===== src/rtl/cpu_defs.sv =====
// Shared definitions for the instruction-memory load path: loader state encoding and
// word/byte geometry.
package cpu_defs;

  localparam int unsigned IM_ADDR_W      = 6;
  localparam int unsigned WORD_W         = 32;
  localparam int unsigned BYTE_W         = 8;
  localparam int unsigned BYTES_PER_WORD = 4;
  localparam int unsigned BIDX_W         = $clog2(BYTES_PER_WORD);

  typedef enum logic [1:0] {
    ST_IDLE  = 2'd0,
    ST_RECV  = 2'd1,
    ST_WRITE = 2'd2,
    ST_DONE  = 2'd3
  } loader_state_e;

endpackage


===== src/rtl/byte_packer.sv =====
// Packs accepted bytes into a 32-bit word by shifting; endian select decides whether the
// first byte ends up in the top or bottom lane.
module byte_packer
  import cpu_defs::*;
#(
  parameter bit BIG_ENDIAN = 1'b1
) (
  input  logic              clk,
  input  logic              rst_n,
  input  logic              clear,
  input  logic              accept,
  input  logic [BYTE_W-1:0] byte_in,
  output logic [WORD_W-1:0] word_c,
  output logic              word_full_c
);

  logic [BIDX_W-1:0] idx;
  logic [WORD_W-1:0] shreg;

  // word_c already contains the byte being accepted, so it is complete on the 4th accept
  always_comb begin
    word_c      = BIG_ENDIAN ? {shreg[WORD_W-BYTE_W-1:0], byte_in}
                             : {byte_in, shreg[WORD_W-1:BYTE_W]};
    word_full_c = accept && (idx == BIDX_W'(BYTES_PER_WORD - 1));
  end

  always_ff @(posedge clk or negedge rst_n) begin
    if (!rst_n) begin
      idx   <= '0;
      shreg <= '0;
    end else if (clear) begin
      idx   <= '0;
      shreg <= '0;
    end else if (accept) begin
      idx   <= idx + BIDX_W'(1);
      shreg <= word_c;
    end
  end

endmodule


===== src/rtl/inst_mem_loader.sv =====
// Loads a byte stream into instruction memory as 32-bit words and holds the CPU in reset
// until the requested number of words has been written.
module inst_mem_loader
  import cpu_defs::*;
#(
  parameter int unsigned ADDR_W     = IM_ADDR_W,
  parameter bit          BIG_ENDIAN = 1'b1
) (
  input  logic              clk,
  input  logic              Reset_n,
  input  logic              start,
  input  logic [ADDR_W:0]   word_count,
  input  logic [7:0]        byte_in,
  input  logic              byte_valid,
  output logic              byte_ready,
  output logic [ADDR_W-1:0] IM_Addr,
  output logic [WORD_W-1:0] IM_W_Data,
  output logic              IM_Write,
  output logic              CPU_Reset,
  output logic              busy,
  output logic              done,
  output logic              err
);

  localparam int unsigned      CNT_W     = ADDR_W + 1;
  localparam logic [CNT_W-1:0] MAX_WORDS = CNT_W'(1) << ADDR_W;

  loader_state_e    state, state_nxt;
  logic [CNT_W-1:0] words_left;
  logic [CNT_W-1:0] wc_clamp_c;
  logic             start_ok_c, err_c, accept_c, last_word_c;
  logic [WORD_W-1:0] word_c;
  logic             word_full_c;

  byte_packer #(.BIG_ENDIAN(BIG_ENDIAN)) u_packer (
    .clk         (clk),
    .rst_n       (Reset_n),
    .clear       (start_ok_c),
    .accept      (accept_c),
    .byte_in     (byte_in),
    .word_c      (word_c),
    .word_full_c (word_full_c)
  );

  // Next-state and handshake decode; DONE counts as idle for start acceptance
  always_comb begin
    state_nxt   = state;
    start_ok_c  = start && ((state == ST_IDLE) || (state == ST_DONE));
    err_c       = start && ((state == ST_RECV) || (state == ST_WRITE));
    accept_c    = byte_valid && byte_ready;
    last_word_c = (words_left == CNT_W'(1));
    wc_clamp_c  = (word_count > MAX_WORDS) ? MAX_WORDS : word_count;
    case (state)
      ST_IDLE, ST_DONE: begin
        if (start_ok_c)
          state_nxt = (wc_clamp_c == '0) ? ST_DONE : ST_RECV;
        else if (state == ST_DONE)
          state_nxt = ST_IDLE;
      end
      ST_RECV:  if (word_full_c) state_nxt = ST_WRITE;
      ST_WRITE: state_nxt = last_word_c ? ST_DONE : ST_RECV;
      default:  state_nxt = ST_IDLE;
    endcase
  end

  always_ff @(posedge clk or negedge Reset_n) begin
    if (!Reset_n) begin
      state      <= ST_IDLE;
      byte_ready <= 1'b0;
      busy       <= 1'b0;
      IM_Write   <= 1'b0;
      IM_Addr    <= '0;
      IM_W_Data  <= '0;
      words_left <= '0;
      CPU_Reset  <= 1'b1;
      done       <= 1'b0;
      err        <= 1'b0;
    end else begin
      state      <= state_nxt;
      byte_ready <= (state_nxt == ST_RECV);
      busy       <= (state_nxt == ST_RECV) || (state_nxt == ST_WRITE);
      IM_Write   <= (state_nxt == ST_WRITE);
      err        <= err_c;
      if (word_full_c)
        IM_W_Data <= word_c;
      // address holds on the final write so it never wraps past the top word
      if (start_ok_c) begin
        IM_Addr    <= '0;
        words_left <= wc_clamp_c;
      end else if (state == ST_WRITE) begin
        words_left <= words_left - CNT_W'(1);
        if (!last_word_c)
          IM_Addr <= IM_Addr + ADDR_W'(1);
      end
      if (state_nxt == ST_DONE) begin
        CPU_Reset <= 1'b0;
        done      <= 1'b1;
      end else if (start_ok_c) begin
        CPU_Reset <= 1'b1;
        done      <= 1'b0;
      end
    end
  end

endmodule


===== config.mk =====
export PLATFORM = sky130hd
export DESIGN_NAME = inst_mem_loader
export DESIGN_NICKNAME = d
export VERILOG_FILES = /design/src/rtl/cpu_defs.sv /design/src/rtl/byte_packer.sv /design/src/rtl/inst_mem_loader.sv
export SDC_FILE = /design/constraint.sdc
export NUM_CORES = 1
export LEC_CHECK = 0
export ABC_AREA = 1
export CAP_MARGIN = 20
export CORE_MARGIN = 2
export CORE_UTILIZATION = 56
export CTS_BUF_LIST = sky130_fd_sc_hd__clkbuf_16
export CTS_CLUSTER_DIAMETER = 80
export DETAILED_ROUTE_END_ITERATION = 7
export PLACE_DENSITY_LB_ADDON = 0.08
export SYNTH_ARGS = -nofsm -noshare
export SYNTH_HDL_FRONTEND = slang
export SYNTH_SLANG_ARGS = --single-unit

===== constraint.sdc =====
create_clock -name clk -period 2.7 [get_ports clk]
set_input_delay 0.27 -clock clk [delete_from_list [all_inputs] [get_ports clk]]
set_output_delay 0.27 -clock clk [all_outputs]
set_load 0.1 [all_outputs]

==> flow_metrics.env, run 1 <==
export IMPL_final_cell_count_no_fill=496
export IMPL_relSlewSlack_pct=36.16
export IMPL_cp_end_kind="register"
export IMPL_core_area_sq_um=5991
export IMPL_synth_fa_ha_area_share_pct=3.573
export IMPL_syn2layout_area_growth_pct=22.79
export IMPL_antenna_left=0
export IMPL_grt_usage_pct=21.32
export IMPL_syn_num_nets=384
export IMPL_yosys_mux_area_fraction_pct=4.287
export IMPL_multiInputGateArea_sq_um=1234
export IMPL_pin_count=63
export IMPL_via_count=2581
export IMPL_cts_resized=0
export IMPL_critPathMaxFanout=23
export IMPL_seq_area_frac_synth_pct=56.48
export IMPL_cap_violations=0
export IMPL_reg2reg_from="state[0]"
export IMPL_yosysTopAreaCell="dfrtp_1"
export IMPL_reg2reg_slack_ns=0.57
export IMPL_hold_buffers=0
export IMPL_cts_setup_buffers=0
export IMPL_min_period_ns=2.133
export IMPL_clk_latency_ns=0.33
export IMPL_max_freq_mhz=468.9
export IMPL_synth_top_flop_cell="dfrtp_1"
export IMPL_die_h_microns=83.08
export IMPL_drt_vias_per_instance=5.204
export IMPL_synth_compound_area_share_pct=8.967
export IMPL_root_buffer="clkbuf_16"
export IMPL_async_reset_ff_share_pct=100.0
export IMPL_drc=0
export IMPL_synth_avg_cell_area_sq_um=9.865
export IMPL_drt_initial_drc_count=175
export IMPL_reg2reg_depth=8
export IMPL_worst_pin_slew_ns=0.9575
export IMPL_whs_ns=0.09146
export IMPL_reg2reg_to="u_packer.shreg[16]"
export IMPL_final_layout_size_suffix_gt1_share_pct=20.19
export IMPL_nets=446
export IMPL_critPathRequiredTime_ns=2.91
export IMPL_status="completed"
export IMPL_cts_buffer_depth=2
export IMPL_skew_ns=0.008348
export IMPL_finalSetupViolations=0
export IMPL_hold_class="in2async"
export IMPL_htreeDepth=3
export IMPL_critPathKind="reg2reg"
export IMPL_yosys_area_share_simple_pct=16.90
export IMPL_synth_top_area_share_pct=55.73
export IMPL_synth_edf_count=0
export IMPL_antenna_found_initial=0
export IMPL_dp_hpwl_microns=4565
export IMPL_row_count=28
export IMPL_worst_setup_path_start_kind="register"
export IMPL_fin_util_pct=71.78
export IMPL_place_inst=481
export IMPL_synthXorXnorAreaFrac_pct=1.501
export IMPL_first_pass_iters=4
export IMPL_gr_total_overflow=0
export IMPL_startpoint="state[0]"
export IMPL_period_share_pct=78.98
export IMPL_synthDistinctLibCells=29
export IMPL_clk_pin_slew_ns=0.06
export IMPL_cp_endpoint="u_packer.shreg[16]"
export IMPL_routedWlPerCell_microns=14.42
export IMPL_synth_top_family_by_area="simple AND/OR/NAND/NOR gates"
export IMPL_dieArea_sq_um=6902
export IMPL_nFillCells=444
export IMPL_synth_area_leaders="dfrtp_1 (56%), nand2_1 (7.6%), inv_1 (4.7%)"
export IMPL_start_util_pct=58.46
export IMPL_ys_warnings_count=0
export IMPL_antenna_cells=0
export IMPL_grt_pass1_vias=2525
export IMPL_rsz0062_at_grt="false"
export IMPL_port_buffers=62
export IMPL_syn_area_sq_um=3502
export IMPL_numCtsBuffers=9
export IMPL_final_hold_violation_count=0
export IMPL_gp_congestion=0.8144
export IMPL_routed_wl_microns=7150
export IMPL_finalMaxSlewViolations=0
export IMPL_synth_ff_latch_count=79
export IMPL_cts_sinks=79
export IMPL_syn_inst=355
export IMPL_synth_most_common_cell="dfrtp_1"
export IMPL_die_w_microns=83.08
export IMPL_cts_tree="done"
export IMPL_tns_ns=0
export IMPL_final_seq_area_sq_um=1978
export IMPL_cp_arrival_ns=2.34
export IMPL_grt_pass1_wl_microns=11880
export IMPL_grt_max_degree=80
export IMPL_synth_common_cells="dfrtp_1 (78), nand2_1 (71), inv_1 (44)"
## stage by stage
stage	area [sq um]	worst slack (ns)
finish	4300	0.5674
global route	4300	0.3121
CTS	4300	0.5719
detailed placement	4011	0.6055
global placement	4011	0.6910
floorplan	3502	0.4341
## final cells by class
type                            count  share of cell area (%)
Sequential cell                    79                   46.00
Multi-Input combinational cell    216                   28.69
Timing Repair Buffer               65                   12.34
Clock buffer                        9                   5.237
Inverter                           46                   4.073
Tap cell                           75                   2.182
Clock inverter                      6                   1.484
## sequential cells by signal (all words and copies together), names as in the netlist
name,cells
err,1
IM_W_Data,32
CPU_Reset,1
done,1
IM_Addr,6
busy,1
words_left,7
u_packer.shreg,24
state,2
byte_ready,1
IM_Write,1
u_packer.idx,2
## placed cells by master (no fill, tap or decap), types with 2 or more instances in the layout
master           synthesis  final
a21oi_1                  6      6
buf_4                    1     48
clkbuf_16                0      9
clkdlybuf4s50_1          0     17
clkinv_4                 0      2
dfrtp_1                 78     78
ha_1                    10     10
inv_1                   44     45
mux2_4                  10     10
nand2_1                 71     71
nand2_2                  3      3
nand3_1                 33     33
nor2_1                  16     16
nor2_2                   2      2
nor2_4                   3      3
o21ai_0                 15     15
o21ai_1                 22     22
o22ai_1                 11     11
o31ai_1                  2      2
xor2_1                   6      6
## how the worst min path moves through the flow
stage | to | from | depth (start not counted) | slack, ns
finish | u_packer.shreg[19] | Reset_n | 1 | 0.09
global route | IM_W_Data[20] | Reset_n | 1 | 0.18
CTS | IM_W_Data[22] | Reset_n | 1 | 0.14
detailed placement | done | done | 2 | 0.47
global placement | done | done | 2 | 0.46
floorplan | IM_Addr[0] | Reset_n | 0 | -0.03
## cells by family after synthesis
family | Yosys count
AO/OA/AOI/OAI | 58
flip-flops | 79
adder cells (fa/ha/maj) | 10
buffers and inverters | 60
multiplexers | 10
AND/OR/NAND/NOR | 132
XOR/XNOR | 6
## critical path, stage by stage, from the launching register on
cell and delay (ns):
dfrtp_1 0.37, inv_1 0.05, ha_1 0.35, nand2_1 0.14, buf_4 0.22, nand2_1 0.55
inv_1 0.16, nand2_1 0.10, o31ai_1 0.06
## per-layer routing
layer,vias up,track usage (%),part of all wire [%]
li1,1273,-,-
met1,1230,30.35,49
met2,69,31.52,45
met3,9,4.473,4.7
met4,0,9.836,1.7
met5,-,0,0
Power of run 1 is left out: the tool's default activity adds up to more than one toggle a clock period on the data nets, which glitch-free logic cannot reach.
==> inputs of run 2 (changes only) <==
Settings changed: CORE_UTILIZATION 56 to 52.
Clock period 2.7 ns to 2 ns, I/O delays scaled along.
==> flow_metrics.env, run 2 (synthesized netlist as in run 1, its figures left out) <==
export IMPL_rsz0062_at_grt="false"
export IMPL_die_h_microns=86.07
export IMPL_row_count=29
export IMPL_antenna_left=0
export IMPL_syn2layout_area_growth_pct=24.33
export IMPL_drt_initial_drc_count=131
export IMPL_first_pass_iters=4
export IMPL_layout_common_cells="dfrtp_1 (77), nand2_1 (70), buf_4 (51)"
export IMPL_skew_ns=0.005820
export IMPL_min_period_ns=1.844
export IMPL_relSlewSlack_pct=72.69
export IMPL_cap_violations=0
export IMPL_final_layout_size_suffix_gt1_share_pct=21.65
export IMPL_clk_pin_slew_ns=0.06
export IMPL_routed_wl_microns=6868
export IMPL_htreeDepth=3
export IMPL_gr_total_overflow=0
export IMPL_nets=452
export IMPL_largest_reg_flops=32
export IMPL_clk_latency_ns=0.32
export IMPL_cts_tree="done"
export IMPL_routedWlPerCell_microns=13.68
export IMPL_cp_end_kind="register"
export IMPL_gp_congestion=0.8413
export IMPL_worst_setup_path_start_kind="register"
export IMPL_drt_vias_per_instance=5.167
export IMPL_antenna_found_initial=0
export IMPL_layout_commonest_cell="dfrtp_1"
export IMPL_dp_hpwl_microns=4689
export IMPL_critPathRequiredTime_ns=2.25
export IMPL_period_share_pct=92.20
export IMPL_stdcell_area_sq_um=4354
export IMPL_drc=0
export IMPL_fin_util_pct=67.80
export IMPL_critPathMaxFanout=5
export IMPL_max_freq_mhz=542.3
export IMPL_dieArea_sq_um=7407
export IMPL_tns_ns=0
export IMPL_cts_buffer_depth=2
export IMPL_root_buffer="clkbuf_16"
export IMPL_regMostFlops="IM_W_Data"
export IMPL_antenna_cells=0
export IMPL_grt_max_degree=55
export IMPL_start_util_pct=54.53
export IMPL_reg_top3="IM_W_Data x32, u_packer.shreg x24, words_left x7"
export IMPL_via_count=2594
export IMPL_nFillCells=528
export IMPL_hold_class="in2async"
export IMPL_cts_setup_buffers=0
export IMPL_cp_arrival_ns=2.09
export IMPL_critPathKind="reg2reg"
export IMPL_reg2reg_slack_ns=0.16
export IMPL_placement_cell_area_sq_um=4078
export IMPL_status="completed"
export IMPL_finalSetupViolations=0
export IMPL_grt_pass1_wl_microns=11760
export IMPL_die_w_microns=86.07
export IMPL_grt_usage_pct=19.95
export IMPL_worst_pin_slew_ns=0.4088
export IMPL_core_area_sq_um=6422
export IMPL_finalMaxSlewViolations=0
export IMPL_pin_count=63
export IMPL_cts_sinks=79
export IMPL_grt_pass1_vias=2515
export IMPL_numCtsBuffers=9
export IMPL_port_buffers=62
export IMPL_final_hold_violation_count=0
[run 2: worst max-delay path, cell delays in order, from the launching register on]
cell and delay, ns:
dfrtp_1 0.36, inv_1 0.08, ha_4 0.29, inv_1 0.07, o21ai_0 0.17, o21ai_0 0.14
nand2_2 0.10, inv_1 0.08, ha_1 0.20, inv_1 0.07, nand2_1 0.06, a21oi_1 0.15
[run 2: per-layer routing]
metal / track usage (%) / vias up / wire, microns
met5: 0 / - / 0
met4: 7.792 / 0 / 79
met3: 3.176 / 9 / 339
met2: 29.95 / 71 / 3097
met1: 29.21 / 1223 / 3351
li1: - / 1291 / -
[run 2: final timing paths]
| check | start | depth (start not counted) | end |
|---|---|---|---|
| min in group clk | u_packer.idx[1] | 2 | u_packer.idx[1] |
| max in group asynchronous | Reset_n | 3 | CPU_Reset |
| min | Reset_n | 2 | IM_W_Data[28] |
| max reg2reg | state[0] | 11 | CPU_Reset |
| max | state[0] | 11 | CPU_Reset |
| min reg2reg | u_packer.idx[1] | 2 | u_packer.idx[1] |
[run 2: metrics by stage]
stage	worst slack (ns)	instances	hold WS [ns]
2_1_floorplan	0.04338	355	-0.09559
3_3_place_gp	0.2303	488	0.1486
3_5_place_dp	0.1800	488	0.1520
4_1_cts	0.09414	502	0.3607
5_1_grt	0.04687	502	0.3814
6_report	0.1560	502	0.3470
[run 2: layout make-up]
| type | instances | area (sq um) | area share, % |
|---|---|---|---|
| clock buffer | 9 | 225.2 | 5.172 |
| clock inverter | 4 | 26.28 | 0.6034 |
| tap | 77 | 96.34 | 2.213 |
| inverter | 46 | 175.2 | 4.023 |
| multi-input combinational | 216 | 1249 | 28.68 |
| sequential | 79 | 1979 | 45.46 |
| timing repair buffer | 71 | 603.1 | 13.85 |
[run 2: what timing repair did]
action                                 in CTS  in global routing
setup endpoints to repair                   0                  4
endpoints found under the hold margin      28                  0
resized for setup                           0                  2
hold buffers                                1                  0
Power of run 2 is left out for the same reason.
==> inputs of run 3 (changes only) <==
Settings changed: RECOVER_POWER from default to 100.
==> flow_metrics.env, run 3 (synthesized netlist as in run 1, its figures left out) <==
export IMPL_status="completed"
export IMPL_min_from="start"
export IMPL_routedWlPerCell_microns=13.72
export IMPL_fin_ws_ns=0.1643
export IMPL_pin_count=63
export IMPL_crit_chain="inv_1, ha_4, inv_1, o21ai_0, o21ai_0, nand2_2, inv_1, ha_1, inv_1, nand2_1, a21oi_1"
export IMPL_via_count=2595
export IMPL_antenna_left=0
export IMPL_critPathTopFamily="adder cells"
export IMPL_cts_buffer_depth=2
export IMPL_port_buffers=62
export IMPL_antenna_cells=0
export IMPL_reg_top3="IM_W_Data x32, u_packer.shreg x24, words_left x7"
export IMPL_startpoint="state[0]"
export IMPL_antenna_found_initial=0
export IMPL_crit_top_cell="inv_1"
export IMPL_final_layout_size_suffix_gt1_share_pct=18.12
export IMPL_clk_latency_ns=0.32
export IMPL_cp_arrival_ns=2.09
export IMPL_drc=0
export IMPL_pre_cts_slack_ns=0.1800
export IMPL_cts_sinks=79
export IMPL_tns_ns=0
export IMPL_worst_pin_slew_ns=1.175
export IMPL_gr_total_overflow=0
export IMPL_cap_violations=0
export IMPL_finalSetupViolations=0
export IMPL_critPathKind="reg2reg"
export IMPL_row_count=29
export IMPL_nets=452
export IMPL_dp_hpwl_microns=4689
export IMPL_critPathRequiredTime_ns=2.25
export IMPL_hold_class="in2reg"
export IMPL_root_buffer="clkbuf_16"
export IMPL_final_hold_violation_count=0
export IMPL_routed_wl_microns=6885
export IMPL_placement_cell_area_sq_um=4078
export IMPL_layout_commonest_cell="dfrtp_1"
export IMPL_cp_end_kind="register"
export IMPL_critPathMaxFanout=5
export IMPL_clk_pin_slew_ns=0.06
export IMPL_gp_congestion=0.8413
export IMPL_rsz0062_at_grt="false"
export IMPL_grt_max_degree=55
export IMPL_layout_common_cells="dfrtp_1 (77), nand2_1 (71), inv_1 (45)"
export IMPL_start_util_pct=54.53
export IMPL_drt_vias_per_instance=5.169
export IMPL_relSlewSlack_pct=22.00
export IMPL_crit_slowest_cell="dfrtp_1"
export IMPL_cts_tree="done"
export IMPL_cts_setup_buffers=0
export IMPL_crit_buf_inv=4
export IMPL_skew_ns=0.005730
export IMPL_grt_usage_pct=19.95
export IMPL_largest_reg_flops=32
export IMPL_reg2reg_from="state[0]"
export IMPL_period_share_pct=91.79
export IMPL_numCtsBuffers=9
export IMPL_core_area_sq_um=6422
export IMPL_htreeDepth=3
export IMPL_worst_setup_path_start_kind="register"
export IMPL_regMostFlops="IM_W_Data"
export IMPL_first_pass_iters=4
export IMPL_stdcell_area_sq_um=4177
export IMPL_drt_initial_drc_count=140
export IMPL_die_w_microns=86.07
export IMPL_min_period_ns=1.836
export IMPL_syn2layout_area_growth_pct=19.26
export IMPL_critPathMaxStageDelay_ns=0.36
export IMPL_max_freq_mhz=544.7
export IMPL_finalMaxSlewViolations=0
export IMPL_dieArea_sq_um=7407
export IMPL_die_h_microns=86.07
export IMPL_grt_pass1_vias=2515
export IMPL_grt_pass1_wl_microns=11760
-- run 3: through the flow --
| stage | util (%) | hold slack (ns) | cells |
|---|---|---|---|
| after CTS | 67.56 | 0.3607 | 502 |
| after detailed placement | 63.49 | 0.1520 | 488 |
| final | 65.03 | 0.4734 | 502 |
| after global placement | 63.49 | 0.1486 | 488 |
| after global routing | 65.03 | 0.4911 | 502 |
| after floorplan | - | -0.09559 | 355 |
-- run 3: layer usage --
layer	part of all wire (%)	track usage, %	routed length [microns]	vias to the layer above
li1	-	-	-	1283
met1	51	29.21	3490	1248
met2	45	29.95	3098	62
met3	3.9	3.176	266	2
met4	0.44	7.792	30	0
met5	0	0	0	-
-- run 3: worst reg2reg max path, stage by stage, from the launching register on --
cell,delay [ns]
dfrtp_1,0.36
inv_1,0.08
ha_4,0.29
inv_1,0.07
o21ai_0,0.17
o21ai_0,0.13
nand2_2,0.10
inv_1,0.08
ha_1,0.20
inv_1,0.07
nand2_1,0.06
a21oi_1,0.16
-- run 3: timing repair --
item / in CTS / in global routing
setup endpoints to repair: 0 / 4
resized for setup: 0 / 2
hold buffers: 1 / 0
endpoints found under the hold margin: 28 / 0
-- run 3: area by class of cell --
| class | count | area, sq um |
|---|---|---|
| fillers | 576 | 2246 |
| flip-flops and latches | 79 | 1979 |
| well taps | 77 | 96.34 |
| multi-input cells | 216 | 1201 |
| clock inverters | 4 | 26.28 |
| inverters | 46 | 175.2 |
| repair buffers | 71 | 473.0 |
| clock buffers | 9 | 225.2 |
-- run 3: path summary, 6_finish.rpt --
kind / endpoint / slack [ns] / cells after the start
max: CPU_Reset / 0.16 / 11
min: err / 0.47 / 3
max reg2reg: CPU_Reset / 0.16 / 11
min reg2reg: u_packer.idx[1] / 0.48 / 2
max in group asynchronous: CPU_Reset / 0.74 / 3
min in group asynchronous: IM_W_Data[28] / 0.48 / 2
Power of run 3 is left out for the same reason.
==> RTL edit 1, RTL diff (config.mk and constraints of run 2) <==
`BIG_ENDIAN` is set to 1'b1 in 2 places; all go to 1'b0.
--- a/src/rtl/byte_packer.sv
+++ b/src/rtl/byte_packer.sv
@@ -5,3 +5,3 @@
 #(
-  parameter bit BIG_ENDIAN = 1'b1
+  parameter bit BIG_ENDIAN = 1'b0
 ) (
--- a/src/rtl/inst_mem_loader.sv
+++ b/src/rtl/inst_mem_loader.sv
@@ -6,3 +6,3 @@
   parameter int unsigned ADDR_W     = IM_ADDR_W,
-  parameter bit          BIG_ENDIAN = 1'b1
+  parameter bit          BIG_ENDIAN = 1'b0
 ) (
Check against the original RTL: not equivalent (Yosys sat finds a counterexample within 10 cycles, from zero or initial values and one cycle with Reset_n low).
==> RTL edit 1 against run 2 <==
  * Wire length up 4.1%
  * Via count is essentially flat
  * Final area increased by 2.4%
  * Clock skew increased by 2.2 ps
  * Global-route usage rose by 1.3 points
  * Sequential cell count is the same
  * Critical path depth did not move
  * Synthesized cell count increased by 0.56%
  * Worst setup slack gained 65 ps
  * Synthesized area rose by 0.21%
  * Critical endpoint unchanged
Power is left out: the tool's default activity adds up to more than one toggle a clock period on the data nets, which glitch-free logic cannot reach.
==> RTL edit 1: results <==
[die]
start_util_pct = 54.65

[clock_tree]
cts_buffers = 9
clockRootBuffer = "clkbuf_16"
clkTransAtPathRegs_ps = 60
clockBufferDepth = 2
h-tree-depth = 3
clk_latency_ps = 330

[logic_synthesis]
syn-num-nets = 386
ys_top_cells_by_count = "dfrtp_1 (78), nand2_1 (70), inv_1 (45)"
synth.yosys.seq_area_share_pct = 56.36
synth_async_sr_flop_share_pct = 100.0
synthTopCellsByArea = "dfrtp_1 (56%), nand2_1 (7.5%), inv_1 (4.8%), nand3_1 (4.7%), mux2_4 (3.9%)"
synth_warnings = 0
ys_types = 31

[worst_setup_path]
cp_max_fo = 5
critPathArrivalTime_ps = 2040

[global_route]
grt_usage_pct = 21.25
grt_max_degree = 56
grt_pass1_wl_microns = 12050
antenna_found_initial = 0

[flow_run]
maxCapViolCount = 0

[route]
drt-pass1-iter-count = 5
wl_microns = 7153
detail_route.iter0.violations = 127
vias = 2596

[finish]
num_antenna_cells = 0
fillerInstances = 527
fin_nets = 454
drive_gt1_share_pct = 22.56
reg_top3 = "IM_W_Data x32, u_packer.shreg x24, words_left x7"

[placement]
port_buffers = 62
hpwl_microns = 4950
placed_area_sq_mm = 0.004088
gp_congestion = 0.7559

[sta]
final.setup_skew_ps = 8.058
slew_headroom_pct = 66.81

[hold_path]
hold_path.class = "primary input to async pin"

[status]
status = "complete, no violations"
RTL edit 1: cell types whose count changed after synthesis, sizes merged:
cell / before / now
o31ai: 2 / 1
inv: 46 / 47
clkbuf: 1 / 2
o22ai: 11 / 12
o21ai: 37 / 38
mux2: 10 / 9
RTL edit 1: final cells by class:
class	count	area, sq um	area share, %
flip-flops and latches	79	1979	44.41
multi-input cells	216	1247	27.99
repair buffers	72	610.6	13.70
clock buffers	9	225.2	5.053
inverters	47	178.9	4.015
clock inverters	7	118.9	2.667
well taps	77	96.34	2.162
RTL edit 1: per-layer routing:
layer | vias up | track usage [%] | wire length [microns]
met4 | 0 | 6.926 | 102
met1 | 1241 | 26.72 | 3203
met2 | 51 | 36.15 | 3591
met3 | 11 | 5.101 | 255
met5 | - | 0 | 0
li1 | 1293 | - | -
RTL edit 1: what timing repair did:
action                     in CTS  in global routing
buffers inserted                0                  0
setup endpoints to repair       0                  1
hold endpoints to repair       35                  0
resized for setup               0                  2
hold buffers                    1                  0
RTL edit 1: logic make-up (layout without fill, tap and decap cells):
logic type | after synthesis | after routing | synth area share [%]
DFF | 79 | 79 | 56.36
buffers and inverters | 62 | 135 | 8.520
and+or+nand+nor | 132 | 132 | 17.01
adders and majority gates | 10 | 10 | 3.565
muxes | 9 | 9 | 3.850
AOI/OAI and AO/OA | 59 | 59 | 9.198
xor gates and xnor gates | 6 | 6 | 1.497
RTL edit 1: critical path: stages, from the launching register on:
cell     delay (ps)
dfrtp_1         370
inv_1            80
ha_4            290
inv_1            60
o21ai_0         130
o21ai_0         120
nand2_2          90
inv_1            80
ha_1            200
inv_1            90
nand2_2          60
a21oi_1         140
RTL edit 1: through the flow:
stage | worst slack (ps) | std cells
3_5_place_dp | 133.1 | 490
6_report | 220.6 | 507
2_1_floorplan | 59.11 | 357
5_1_grt | 65.18 | 507
3_3_place_gp | 239.0 | 490
4_1_cts | 135.2 | 507
RTL edit 1: path summary, 6_finish.rpt:
check,startpoint,endpoint,slack [ps],cells after the start
worst max-delay path,state[0],CPU_Reset,220,11
worst min-delay path,Reset_n,IM_W_Data[5],370,2
worst max register to register,state[0],CPU_Reset,220,11
worst min register to register,IM_W_Data[4],IM_W_Data[4],480,2
max in group asynchronous,Reset_n,u_packer.shreg[25],1040,3
min in group clk,start,err,460,3
==> RTL edit 2, RTL diff (flow settings as in run 2) <==
Made on the original files. Remove the register `err`: a continuous assignment takes its place, so the output `err` follows one clock earlier.
--- a/src/rtl/inst_mem_loader.sv
+++ b/src/rtl/inst_mem_loader.sv
@@ -76,3 +76,2 @@
       done       <= 1'b0;
-      err        <= 1'b0;
     end else begin
@@ -82,3 +81,2 @@
       IM_Write   <= (state_nxt == ST_WRITE);
-      err        <= err_c;
       if (word_full_c)
@@ -104,2 +102,4 @@
 
+  assign err = err_c;
+
 endmodule
Check against the original RTL: not equivalent (a bounded check fails within 4 cycles, from zero or initial values and one cycle with Reset_n low).
==> RTL edit 2 against run 2 <==
  * Sequential cell count is 1 lower
  * Worst setup slack better by 64 ps
  * Final area is 0.17% higher
  * Wire length is 1.9% higher
  * Highest routed layer unchanged
  * Synthesized area is 0.71% lower
  * Count of clock-buffer cells in the layout stayed put
  * Largest cell class unchanged
  * Utilization is 0.12 points higher
Power is left out: the tool's default activity adds up to more than one toggle a clock period on the data nets, which glitch-free logic cannot reach.
==> RTL edit 2: results <==
[logic_synthesis]
synth_async_sr_flop_share_pct = 100.0
synth_xor_area_share_pct = 1.511
syn_avg_cell_area_sq_um = 9.822
ys_top_cells_by_count = "dfrtp_1 (77), nand2_1 (71), inv_1 (44)"
synthTopCellsByArea = "dfrtp_1 (55%), nand2_1 (7.7%), inv_1 (4.7%), nand3_1 (4.7%), mux2_4 (4.3%)"
synthMuxAreaShare_pct = 4.318
synth.yosys.seq_area_share_pct = 56.17
synth_flop_cell = "dfrtp_1"
synth_compound_area_share_pct = 9.032
syn-num-nets = 383
synthAdderAreaFrac_pct = 3.598

[finish]
finalNonFillerCells = 506
fillerInstances = 519
post-route-util_pct = 67.91
fin_nets = 453
num_antenna_cells = 0
drive_gt1_share_pct = 22.38
reg_top3 = "IM_W_Data x32, u_packer.shreg x24, words_left x7"

[global_route]
use_met1_pct = 29.90
grt_pass1_wl_microns = 12140
grt_max_degree = 55
gr-usage-met2_pct = 32.46
grt_util_met3_pct = 4.524
grt_usage_pct = 21.11
antenna_found_initial = 0

[route]
wl_met3_microns = 239
detail_route.iter0.violations = 171
top_layer = "met4"
wl_met2_microns = 3206
wl_microns = 6999
drt-pass1-iter-count = 6
wl_met1_microns = 3449
vias = 2590

[worst_setup_path]
critPathArrivalTime_ps = 2020
cp_slowest_cell = "dfrtp_1"
critPathTopFamily = "buffers and inverters"
cp_max_fo = 29
cpPeakStageDelay_ps = 390

[status]
status = "complete, no violations"

[placement]
place_inst = 489
port_buffers = 62
gp_congestion = 0.8247
placed_area_sq_mm = 0.004070
hpwl_microns = 4849
post-place-ws_ps = 79.39

[sta]
final.setup_skew_ps = 5.465
slew_headroom_pct = 66.71

[clock_tree]
clkTransAtPathRegs_ps = 60
clk_latency_ps = 330
clockRootBuffer = "clkbuf_16"
==> RTL edit 2: cell type report <==
type                       count  share of cell area [%]
sequential                    78                   44.81
multi-input combinational    216                   28.69
timing repair buffer          73                   14.17
clock buffer                   9                   5.164
inverter                      46                   4.016
tap                           77                   2.209
clock inverter                 7                  0.9466
==> RTL edit 2: path summary, 6_finish.rpt <==
path                          startpoint                  to  slack, ps  depth (start not counted)
max                             state[0]  u_packer.shreg[23]        220                          7
min                              Reset_n       IM_W_Data[28]        380                          2
max reg2reg                     state[0]  u_packer.shreg[23]        220                          7
min reg2reg                IM_W_Data[27]       IM_W_Data[27]        490                          2
max in group asynchronous        Reset_n       IM_W_Data[23]       1010                          3
min in group clk           IM_W_Data[27]       IM_W_Data[27]        490                          2
==> RTL edit 2: repair_timing <==
item                                    CTS  global route
hold endpoints to repair                 34             0
endpoints found under the setup margin    0            26
gates resized for setup                   0             2
hold buffers                              1             0
